## config.mk

```make
export PLATFORM = sky130hd
export DESIGN_NAME = ps2_key_receiver_flat
export DESIGN_NICKNAME = d
export VERILOG_FILES = /design/src/rtl/ps2_key_receiver_if.sv /design/src/rtl/ps2_key_receiver.sv /design/src/flat_wrapper.sv
export SDC_FILE = /design/constraint.sdc
export NUM_CORES = 1
export LEC_CHECK = 0
export BUFFER_PORTS_ARGS = -buffer_cell sky130_fd_sc_hd__buf_2
export CAP_MARGIN = 20
export CORE_ASPECT_RATIO = 1.75
export CORE_MARGIN = 4
export CORE_UTILIZATION = 30
export DETAILED_ROUTE_END_ITERATION = 10
export HOLD_SLACK_MARGIN = 0.1
export PLACE_DENSITY = 0.47
export SLEW_MARGIN = 10
export SYNTH_ARGS = -nofsm -noshare
export SYNTH_HDL_FRONTEND = slang
export SYNTH_SLANG_ARGS = --single-unit
```

## constraint.sdc

```tcl
create_clock -name clk -period 2.5 [get_ports clk]
set_input_delay 0.25 -clock clk [delete_from_list [all_inputs] [get_ports clk]]
set_output_delay 0.25 -clock clk [all_outputs]
set_load 0.01 [all_outputs]
```

## src/rtl/ps2_key_receiver_if.sv

```systemverilog
`default_nettype none
`timescale 1ns/1ps
// ============================================================================
// Module   : ps2_key_receiver_if
// Brief    : PS/2 pin inputs and decoded scan-code / arrow-key outputs.
// Revision : 1.0
// ============================================================================
interface ps2_key_receiver_if;
    logic       ps2_clk;
    logic       ps2_data;
    logic [7:0] scan_code;
    logic       scan_valid;
    logic       scan_break;
    logic       scan_ext;
    logic       frame_err;
    logic [3:0] keys;

    modport master (
        output ps2_clk, ps2_data,
        input  scan_code, scan_valid, scan_break, scan_ext, frame_err, keys
    );

    modport slave (
        input  ps2_clk, ps2_data,
        output scan_code, scan_valid, scan_break, scan_ext, frame_err, keys
    );
endinterface
`default_nettype wire

```

## src/rtl/ps2_key_receiver.sv

```systemverilog
`default_nettype none
`timescale 1ns/1ps
// ============================================================================
// Module   : ps2_key_receiver
// Brief    : PS/2 keyboard frame receiver with make/break/E0 decode and
//            held arrow-key levels {left, right, up, down}.
// Revision : 1.0
// ============================================================================
module ps2_key_receiver #(
    parameter int FILTER_LEN     = 8,
    parameter int TIMEOUT_CYCLES = 200000
) (
    input  wire logic         clk,
    input  wire logic         reset,
    ps2_key_receiver_if.slave bus
);
    localparam int c_FCNT_W = (FILTER_LEN > 1) ? $clog2(FILTER_LEN) : 1;
    localparam int c_TCNT_W = $clog2(TIMEOUT_CYCLES + 1);

    typedef enum logic [1:0] {
        S_IDLE   = 2'd0,
        S_DATA   = 2'd1,
        S_PARITY = 2'd2,
        S_STOP   = 2'd3
    } state_t;

    state_t              r_state, w_state_nxt;
    logic [1:0]          r_clk_sync, r_dat_sync;
    logic                r_fclk, r_fclk_d;
    logic [c_FCNT_W-1:0] r_fcnt;
    logic [c_TCNT_W-1:0] r_tcnt;
    logic [2:0]          r_bitcnt;
    logic [7:0]          r_shift;
    logic                r_parity_ok;
    logic                r_ext_pend, r_brk_pend;
    logic [7:0]          r_scan_code;
    logic                r_scan_valid, r_scan_break, r_scan_ext, r_frame_err;
    logic [3:0]          r_keys;

    logic w_sample, w_bit, w_timeout, w_done, w_bad;

    assign w_sample = r_fclk_d & ~r_fclk;
    assign w_bit    = r_dat_sync[1];

    // Synchronizers and glitch filter; everything idles high out of reset.
    always_ff @(posedge clk or posedge reset) begin
        if (reset) begin
            r_clk_sync <= 2'b11;
            r_dat_sync <= 2'b11;
            r_fclk     <= 1'b1;
            r_fclk_d   <= 1'b1;
            r_fcnt     <= '0;
        end else begin
            r_clk_sync <= {r_clk_sync[0], bus.ps2_clk};
            r_dat_sync <= {r_dat_sync[0], bus.ps2_data};
            r_fclk_d   <= r_fclk;
            if (r_clk_sync[1] == r_fclk) begin
                r_fcnt <= '0;
            end else if (r_fcnt == c_FCNT_W'(FILTER_LEN - 1)) begin
                r_fclk <= r_clk_sync[1];
                r_fcnt <= '0;
            end else begin
                r_fcnt <= r_fcnt + c_FCNT_W'(1);
            end
        end
    end

    always_ff @(posedge clk or posedge reset) begin
        if (reset) r_state <= S_IDLE;
        else       r_state <= w_state_nxt;
    end

    // A sample event on the terminal count takes priority over the timeout.
    always_comb begin
        w_state_nxt = r_state;
        w_done      = 1'b0;
        w_bad       = 1'b0;
        w_timeout   = (r_state != S_IDLE) && !w_sample &&
                      (r_tcnt == c_TCNT_W'(TIMEOUT_CYCLES - 1));
        if (w_timeout) begin
            w_state_nxt = S_IDLE;
        end else if (w_sample) begin
            case (r_state)
                S_IDLE:   if (!w_bit) w_state_nxt = S_DATA;
                S_DATA:   if (r_bitcnt == 3'd7) w_state_nxt = S_PARITY;
                S_PARITY: w_state_nxt = S_STOP;
                S_STOP: begin
                    w_state_nxt = S_IDLE;
                    if (w_bit && r_parity_ok) w_done = 1'b1;
                    else                      w_bad  = 1'b1;
                end
                default:  w_state_nxt = S_IDLE;
            endcase
        end
    end

    always_ff @(posedge clk or posedge reset) begin
        if (reset) begin
            r_tcnt      <= '0;
            r_bitcnt    <= '0;
            r_shift     <= '0;
            r_parity_ok <= 1'b0;
        end else begin
            if (r_state == S_IDLE || w_sample) r_tcnt <= '0;
            else                               r_tcnt <= r_tcnt + c_TCNT_W'(1);
            if (w_sample) begin
                if (r_state == S_IDLE && !w_bit) r_bitcnt <= '0;
                if (r_state == S_DATA) begin
                    r_shift  <= {w_bit, r_shift[7:1]};
                    r_bitcnt <= r_bitcnt + 3'd1;
                end
                if (r_state == S_PARITY) r_parity_ok <= ^{r_shift, w_bit};
            end
        end
    end

    // Byte decode: prefixes only arm pending flags; other bytes strobe out.
    always_ff @(posedge clk or posedge reset) begin
        if (reset) begin
            r_ext_pend   <= 1'b0;
            r_brk_pend   <= 1'b0;
            r_scan_code  <= '0;
            r_scan_valid <= 1'b0;
            r_scan_break <= 1'b0;
            r_scan_ext   <= 1'b0;
            r_frame_err  <= 1'b0;
            r_keys       <= '0;
        end else begin
            r_scan_valid <= 1'b0;
            r_frame_err  <= w_timeout | w_bad;
            if (w_timeout || w_bad) begin
                r_ext_pend <= 1'b0;
                r_brk_pend <= 1'b0;
            end else if (w_done) begin
                if (r_shift == 8'hE0) begin
                    r_ext_pend <= 1'b1;
                end else if (r_shift == 8'hF0) begin
                    r_brk_pend <= 1'b1;
                end else begin
                    r_scan_code  <= r_shift;
                    r_scan_break <= r_brk_pend;
                    r_scan_ext   <= r_ext_pend;
                    r_scan_valid <= 1'b1;
                    r_ext_pend   <= 1'b0;
                    r_brk_pend   <= 1'b0;
                    if (r_ext_pend) begin
                        case (r_shift)
                            8'h6B:   r_keys[3] <= ~r_brk_pend;
                            8'h74:   r_keys[2] <= ~r_brk_pend;
                            8'h75:   r_keys[1] <= ~r_brk_pend;
                            8'h72:   r_keys[0] <= ~r_brk_pend;
                            default: ;
                        endcase
                    end
                end
            end
        end
    end

    assign bus.scan_code  = r_scan_code;
    assign bus.scan_valid = r_scan_valid;
    assign bus.scan_break = r_scan_break;
    assign bus.scan_ext   = r_scan_ext;
    assign bus.frame_err  = r_frame_err;
    assign bus.keys       = r_keys;
endmodule
`default_nettype wire

```

## src/flat_wrapper.sv

```systemverilog
// flat-port wrapper written by rule: the top's interface ports become plain ports
module ps2_key_receiver_flat 
#(
    parameter int FILTER_LEN     = 8,
    parameter int TIMEOUT_CYCLES = 200000
)
  (clk, reset, bus_ps2_clk, bus_ps2_data, bus_scan_code, bus_scan_valid, bus_scan_break, bus_scan_ext, bus_frame_err, bus_keys);
  ps2_key_receiver_if bus_i ();
  input  wire logic clk;
  input  wire logic reset;
  input wire logic [$bits(bus_i.ps2_clk)-1:0] bus_ps2_clk;
  input wire logic [$bits(bus_i.ps2_data)-1:0] bus_ps2_data;
  output wire logic [$bits(bus_i.scan_code)-1:0] bus_scan_code;
  output wire logic [$bits(bus_i.scan_valid)-1:0] bus_scan_valid;
  output wire logic [$bits(bus_i.scan_break)-1:0] bus_scan_break;
  output wire logic [$bits(bus_i.scan_ext)-1:0] bus_scan_ext;
  output wire logic [$bits(bus_i.frame_err)-1:0] bus_frame_err;
  output wire logic [$bits(bus_i.keys)-1:0] bus_keys;
  assign bus_i.ps2_clk = bus_ps2_clk;
  assign bus_i.ps2_data = bus_ps2_data;
  assign bus_scan_code = bus_i.scan_code;
  assign bus_scan_valid = bus_i.scan_valid;
  assign bus_scan_break = bus_i.scan_break;
  assign bus_scan_ext = bus_i.scan_ext;
  assign bus_frame_err = bus_i.frame_err;
  assign bus_keys = bus_i.keys;
  ps2_key_receiver #(.FILTER_LEN(FILTER_LEN), .TIMEOUT_CYCLES(TIMEOUT_CYCLES)) u_core (.clk(clk), .reset(reset), .bus(bus_i));
endmodule
```

# --- Word-level counts from Yosys, hierarchy flattened ---
# Index checks and enable logic that the tools add are counted.
word_totals:
  out_inout_bits: 16
  input_bits: 4
  word_cells: 105
  regBits: 59
op_classes:
  bitwise_logic: 8
  n_eq_ne: 17
  n_reduce_logical: 26
  addsub: 3
  muxes: 30
op_table:
  columns: ["op", "n"]
  rows:
  - ["== test 8 x 7 -> 1 bit (second input constant)", 4]
  - ["AND reduction 6 bit", 4]
  - ["2-to-1 mux 1 bit", 20]
  - ["adder 18 x 1 -> 18 bit (second input constant)", 1]
  - ["== test 18 bit (second input constant)", 1]
  - ["2-to-1 mux 18 bit", 1]
  - ["== test 8 bit (second input constant)", 2]
  - ["2-to-1 mux 3 bit", 4]
  - ["AND reduction 2 bit", 6]
  - ["XOR reduction 9 bit", 1]
  - ["2-to-1 mux 2 bit", 4]
  - ["case mux 2 bit (4 select lines)", 1]
  - ["nonzero test 2 bit", 4]
  - ["adder 3 x 1 -> 3 bit (second input constant)", 2]
  - ["== test 3 bit (second input constant)", 2]
  - ["inequality test 3 x 1 -> 1 bit (second input constant)", 2]
  - ["NOT 1 bit", 6]
  - ["== test 2 bit (second input constant)", 2]
  - ["logical AND 1 bit", 4]
  - ["AND reduction 4 bit", 1]
  - ["inequality test 3 bit (second input constant)", 1]
  - ["AND reduction 3 bit", 1]
  - ["== test 2 x 1 -> 1 bit (second input constant)", 1]
  - ["logical NOT 1 bit", 2]
  - ["6 further kinds", 7]

# --- Longest topological paths before layout ---
depth:
  ltp_word: 9
  mapped_depth: 6

# --- Worst setup path before layout ---
# No wires, ideal clock.
synth_timing:
  kind: "reg2reg"
  start: "register u_core.r_fclk"
  end: "register u_core.r_state[0]"
  stages_incl_launch_ff: 7
  synth_period_minus_slack_ps: 1859
  slack_ps: 641
  arrival_ps: 1717
  t_required_ps: 2358
  path_buffers: 2
  setup_ps: 142
  cell_sequence: "dfstp_2 nor2b_1 clkbuf_1 or2_2 clkbuf_1 nor4_4 o221ai_1"
synth_via:
  elab_chain_len: 7
synth_rtl:
  columns: ["item", "line_no", "source"]
  rows:
  - ["start: declaration", "ps2_key_receiver.sv:29", "logic r_fclk, r_fclk_d;"]
  - ["start signal: assignment", "ps2_key_receiver.sv:60", "r_fclk <= r_clk_sync[1];"]
  - ["NOT 1 bit (*)", "ps2_key_receiver.sv:42", "assign w_sample = r_fclk_d & ~r_fclk;"]
  - ["bitwise AND 1 bit (*)", "ps2_key_receiver.sv:42", null]
  - ["logical NOT 1 bit", "ps2_key_receiver.sv:78", "w_timeout = (r_state != S_IDLE) && !w_sample &&"]
  - ["logical AND 1 bit (2 in a row)", "ps2_key_receiver.sv:78", null]
  - ["inequality test 3 bit (no source line), or another cell as far along", null, null]
  - ["AND reduction 3 bit (no source line)", null, null]
  - ["end signal: assignment", "ps2_key_receiver.sv:70", "else r_state <= w_state_nxt;"]
  - ["end: declaration", "ps2_key_receiver.sv:27", "state_t r_state, w_state_nxt;"]
# Every way passes the cells marked *; elsewhere a longest branch is shown, timed or not.
# A chain may end at the register's enable or synchronous reset.

# --- Worst setup path after layout ---
layout_timing:
  start: "register u_core.r_state[0]"
  end: "register u_core.r_state[0]"
layout_via:
  elab_chain_len: 5
layout_rtl:
  columns: ["item"]
  rows:
  - ["parallel branches: the longest is 5 deep, another holds case mux 2 bit (4 select lines)"]
# Several ways; the timed one is not identified. The select of a mux whose other input is x is not followed.

==> flow_summary_export.csv <==
group,metric,value,unit
pwr,power_per_cell_area,905,nW/um^2
detailed_routing,route.detailed.drc,0,
synth,synth_top_family_by_area,"simple AND/OR/NAND/NOR gates",
critical_path,path_class,"flop to flop",
critical_path,path_buf_inv,1,
die,die_area,10700,um^2
grt,antenna_found_initial,0,
critical_path,timing.critical_path.slowest_stage_cell,"sky130_fd_sc_hd__or2_2",
critical_path,max_stage_delay,470,ps
synth,synth_area,2730,um^2
worst_hold_path,hold_path.class,"input pin to asynchronous set/reset pin",
grt,globalRouteTotalUtil,0.114,
detailed_routing,initialDrtViolationCount,62,
timing,final-max-slew-violation-count,0,
outcome,status,"finished clean",
place,globalplace.congestion,0.753,
detailed_routing,routedWlPerCell,13.9,um
grt,overflow,0,
cells_and_area,n_fill_cell,892,
cells_and_area,final_layout_size_suffix_gt1_frac,0.252,
die,core-area,8780,um^2
pwr,leakagePower,0.00152,uW
synth,synth_seq_cells,59,
detailed_routing,ant_nets,0,
timing,setup_total_negative_slack,0,ps
critical_path,critPathTopFamily,"simple AND/OR/NAND/NOR gates",
cells_and_area,final_core_util,0.374,
die,dieWidth,80.1,um
timing,rsz0062_at_grt,"no",
detailed_routing,detailedRoute.firstPassIterationCount,4,
detailed_routing,detailroute.via_count,1785,
timing,worstMarginPinSlew,767,ps
die,row_count,45,
synth,synth.top_cell.area_share,0.486,
critical_path,startpoint_type,"flop",
synth,synth_common_cells,"sky130_fd_sc_hd__dfrtp_1 (53), sky130_fd_sc_hd__mux2_2 (17), sky130_fd_sc_hd__nor2_1 (17)",
synth,asyncSetResetFlopFracSynth,1.00,
grt,grt_max_degree,60,
clock_tree,cts_inserted_buffers,9,
synth,synthDominantAreaCellType,"sky130_fd_sc_hd__dfrtp_1",
die,pin_count,20,
clock_tree,cts-root-buf,"sky130_fd_sc_hd__clkbuf_16",
critical_path,timing.critical_path.arrival,2120,ps
synth,synth_seq_area_share,0.544,
timing,fin_skew,6.03,ps
clock_tree,post-cts-setup-buffers,0,
clock_tree,tritoncts_num_sinks,59,
timing,report.final.hold_viol_count,0,
critical_path,crit_path_cell_trace,"inv_1 > ha_1 > or2_2 > nor4_4 > o221ai_1",
synth,yosysWarningCount,0,
clock_tree,clock_tree_from_tritoncts,"built",
cells_and_area,flow.area_growth_from_synthesis,20.3,%
synth,xor_xnor_portion_of_the_synthesized_cell_area,0.0693,
grt,wire_length_of_the_first_global_routing_pass,9320,um
timing,setup_violations,0,
critical_path,cp.required,2690,ps
synth,yosysUniqueCellTypes,42,
grt,number_of_global_route_vias_before_repair,1846,
detailed_routing,route.final.wire_length,5400,um
synth,synth_compound_gate_area_share,0.0610,
die,initial_cell_density_of_the_core,0.310,
synth,synth.top_cells.by_area,"sky130_fd_sc_hd__dfrtp_1 (49%), sky130_fd_sc_hd__mux2_2 (7.0%), sky130_fd_sc_hd__dfstp_2 (5.8%), sky130_fd_sc_hd__ha_1 (4.6%), sky130_fd_sc_hd__xnor2_1 (4.2%)",
die,die_h,134,um
synth,post-synth-top-count-cell,"sky130_fd_sc_hd__dfrtp_1",
timing,fin_crit,1930,ps
clock_tree,ctsHtreeMaxLevel,3,
synth,syn-num-nets,249,
timing,max_freq,518,MHz
synth,synthMuxAreaShare,0.0812,
detailed_routing,route.detailed.vias_per_inst,4.61,
synth,synth_flop_cell,"sky130_fd_sc_hd__dfrtp_1",
flow_run,drv_cap,0,
place,dp_hpwl,3790,um
clock_tree,worst_skew_pair.late_latency,330,ps
timing,final_cycle_utilization_of_the_critical_path,0.772,
pwr,ir_worst_vdd,0.000365,V
synth,synth-simple-area-share,0.174,
synth,post_synth_fa_ha_maj_area_fraction,0.0459,
synth,post_synth_inst_count,235,
critical_path,timing.critical_path.fanout_max,19,
clock_tree,clk_pin_slew,50,ps
place,port_buffer_count,19,
clock_tree,ctsLongestPathBuffers,2,
cells_and_area,final_net_count,279,
timing,relSlewSlack,0.488,
synth,synth_area_per_cell,11.6,um^2
critical_path,crit_end_category,"flop",
synth,number_of_synthesized_flops_with_an_enable_pin,0,
cells_and_area,antenna_cells,0,
metrics by stage:
step / cells / cell area, um^2 / hold WS, ps / setup WS [ps] / power [uW]
3_3_place_gp: 369 / 2970 / 346 / 612 / 1780
2_1_floorplan: 235 / 2730 / 254 / 641 / 1650
5_1_grt: 387 / 3280 / 215 / 447 / 3160
6_report: 387 / 3280 / 142 / 569 / 2970
4_1_cts: 387 / 3280 / 177 / 553 / 3020
3_5_place_dp: 369 / 2970 / 347 / 556 / 1800
cell usage in the layout, fill, tap and decap left out, types with 7 or more instances in the layout:
master / synthesis / final
sky130_fd_sc_hd__dfrtp_1: 53 / 53
sky130_fd_sc_hd__mux2_2: 17 / 17
sky130_fd_sc_hd__inv_1: 13 / 12
sky130_fd_sc_hd__nor3_1: 8 / 8
sky130_fd_sc_hd__nor2_1: 17 / 17
sky130_fd_sc_hd__buf_2: 1 / 19
sky130_fd_sc_hd__o21ai_0: 8 / 8
sky130_fd_sc_hd__a21oi_1: 7 / 7
sky130_fd_sc_hd__nand3_1: 11 / 11
sky130_fd_sc_hd__nand2_1: 16 / 16
sky130_fd_sc_hd__xnor2_1: 13 / 13
sky130_fd_sc_hd__ha_1: 10 / 10
sky130_fd_sc_hd__clkbuf_16: 0 / 9
metal layers:
metal	share of wire	GRT usage
met1	0.40	0.129
met2	0.55	0.189
met3	0.031	0.0302
met4	0.023	0.0686
met5	0	0
registers in the layout, indices dropped and copies added (netlist names), 2 cells and up:
name	cells
u_core.r_clk_sync	2
u_core.r_dat_sync	2
u_core.r_state	2
u_core.r_fcnt	3
u_core.bus.keys	4
u_core.r_tcnt	18
u_core.r_shift	8
u_core.bus.scan_code	8
u_core.r_bitcnt	3
logic make-up (layout without fill, tap and decap cells):
group | after synthesis | after routing
and+or+nand+nor | 83 | 83
DFF | 59 | 59
adders and majority gates | 10 | 10
muxes | 20 | 20
xor gates and xnor gates | 20 | 20
AOI/OAI and AO/OA | 26 | 26
buffers and inverters | 17 | 52
tightest hold or removal path, delay by kind of cell:
family | cells | cell delay (ps)
buffers and inverters | 3 | 720
power by group:
group,internal [uW],leakage [uW],switching (uW)
registers,1100,0.000785,136
clock network,787,0.000152,416
logic,224,0.000585,302
final timing paths:
check,startpoint,to,slack [ps],cells past startpoint
setup / recovery,u_core.r_state[0]$_DFFE_PP0P_,u_core.r_state[0]$_DFFE_PP0P_,570,5
hold / removal,reset,u_core.r_bitcnt[0]$_DFFE_PP0P_,140,3
setup reg to reg,u_core.r_state[0]$_DFFE_PP0P_,u_core.r_state[0]$_DFFE_PP0P_,570,5
hold reg to reg,u_core.r_dat_sync[0]$_DFF_PP1_,u_core.r_dat_sync[1]$_DFF_PP1_,350,0
max in group asynchronous,reset,u_core.r_tcnt[5]$_DFF_PP0_,1850,3
min in group clk,u_core.r_dat_sync[0]$_DFF_PP1_,u_core.r_dat_sync[1]$_DFF_PP1_,350,0
area by class of cell:
cell class              count  area [um^2]  share of cell area
clock buffers              10          239              0.0728
clock inverters             6         55.1              0.0168
inverters                  13         48.8              0.0149
multi-input cells         159         1180               0.359
flip-flops and latches     59         1480               0.452
well taps                 117          146              0.0446
repair buffers             23          130              0.0397
what timing repair did:
action,CTS,global route
hold buffers,2,0
setup endpoints to repair,0,0
gates resized for setup,0,0
hold endpoints to repair,2,0
Note: power is estimated with default switching activity, not from simulation.
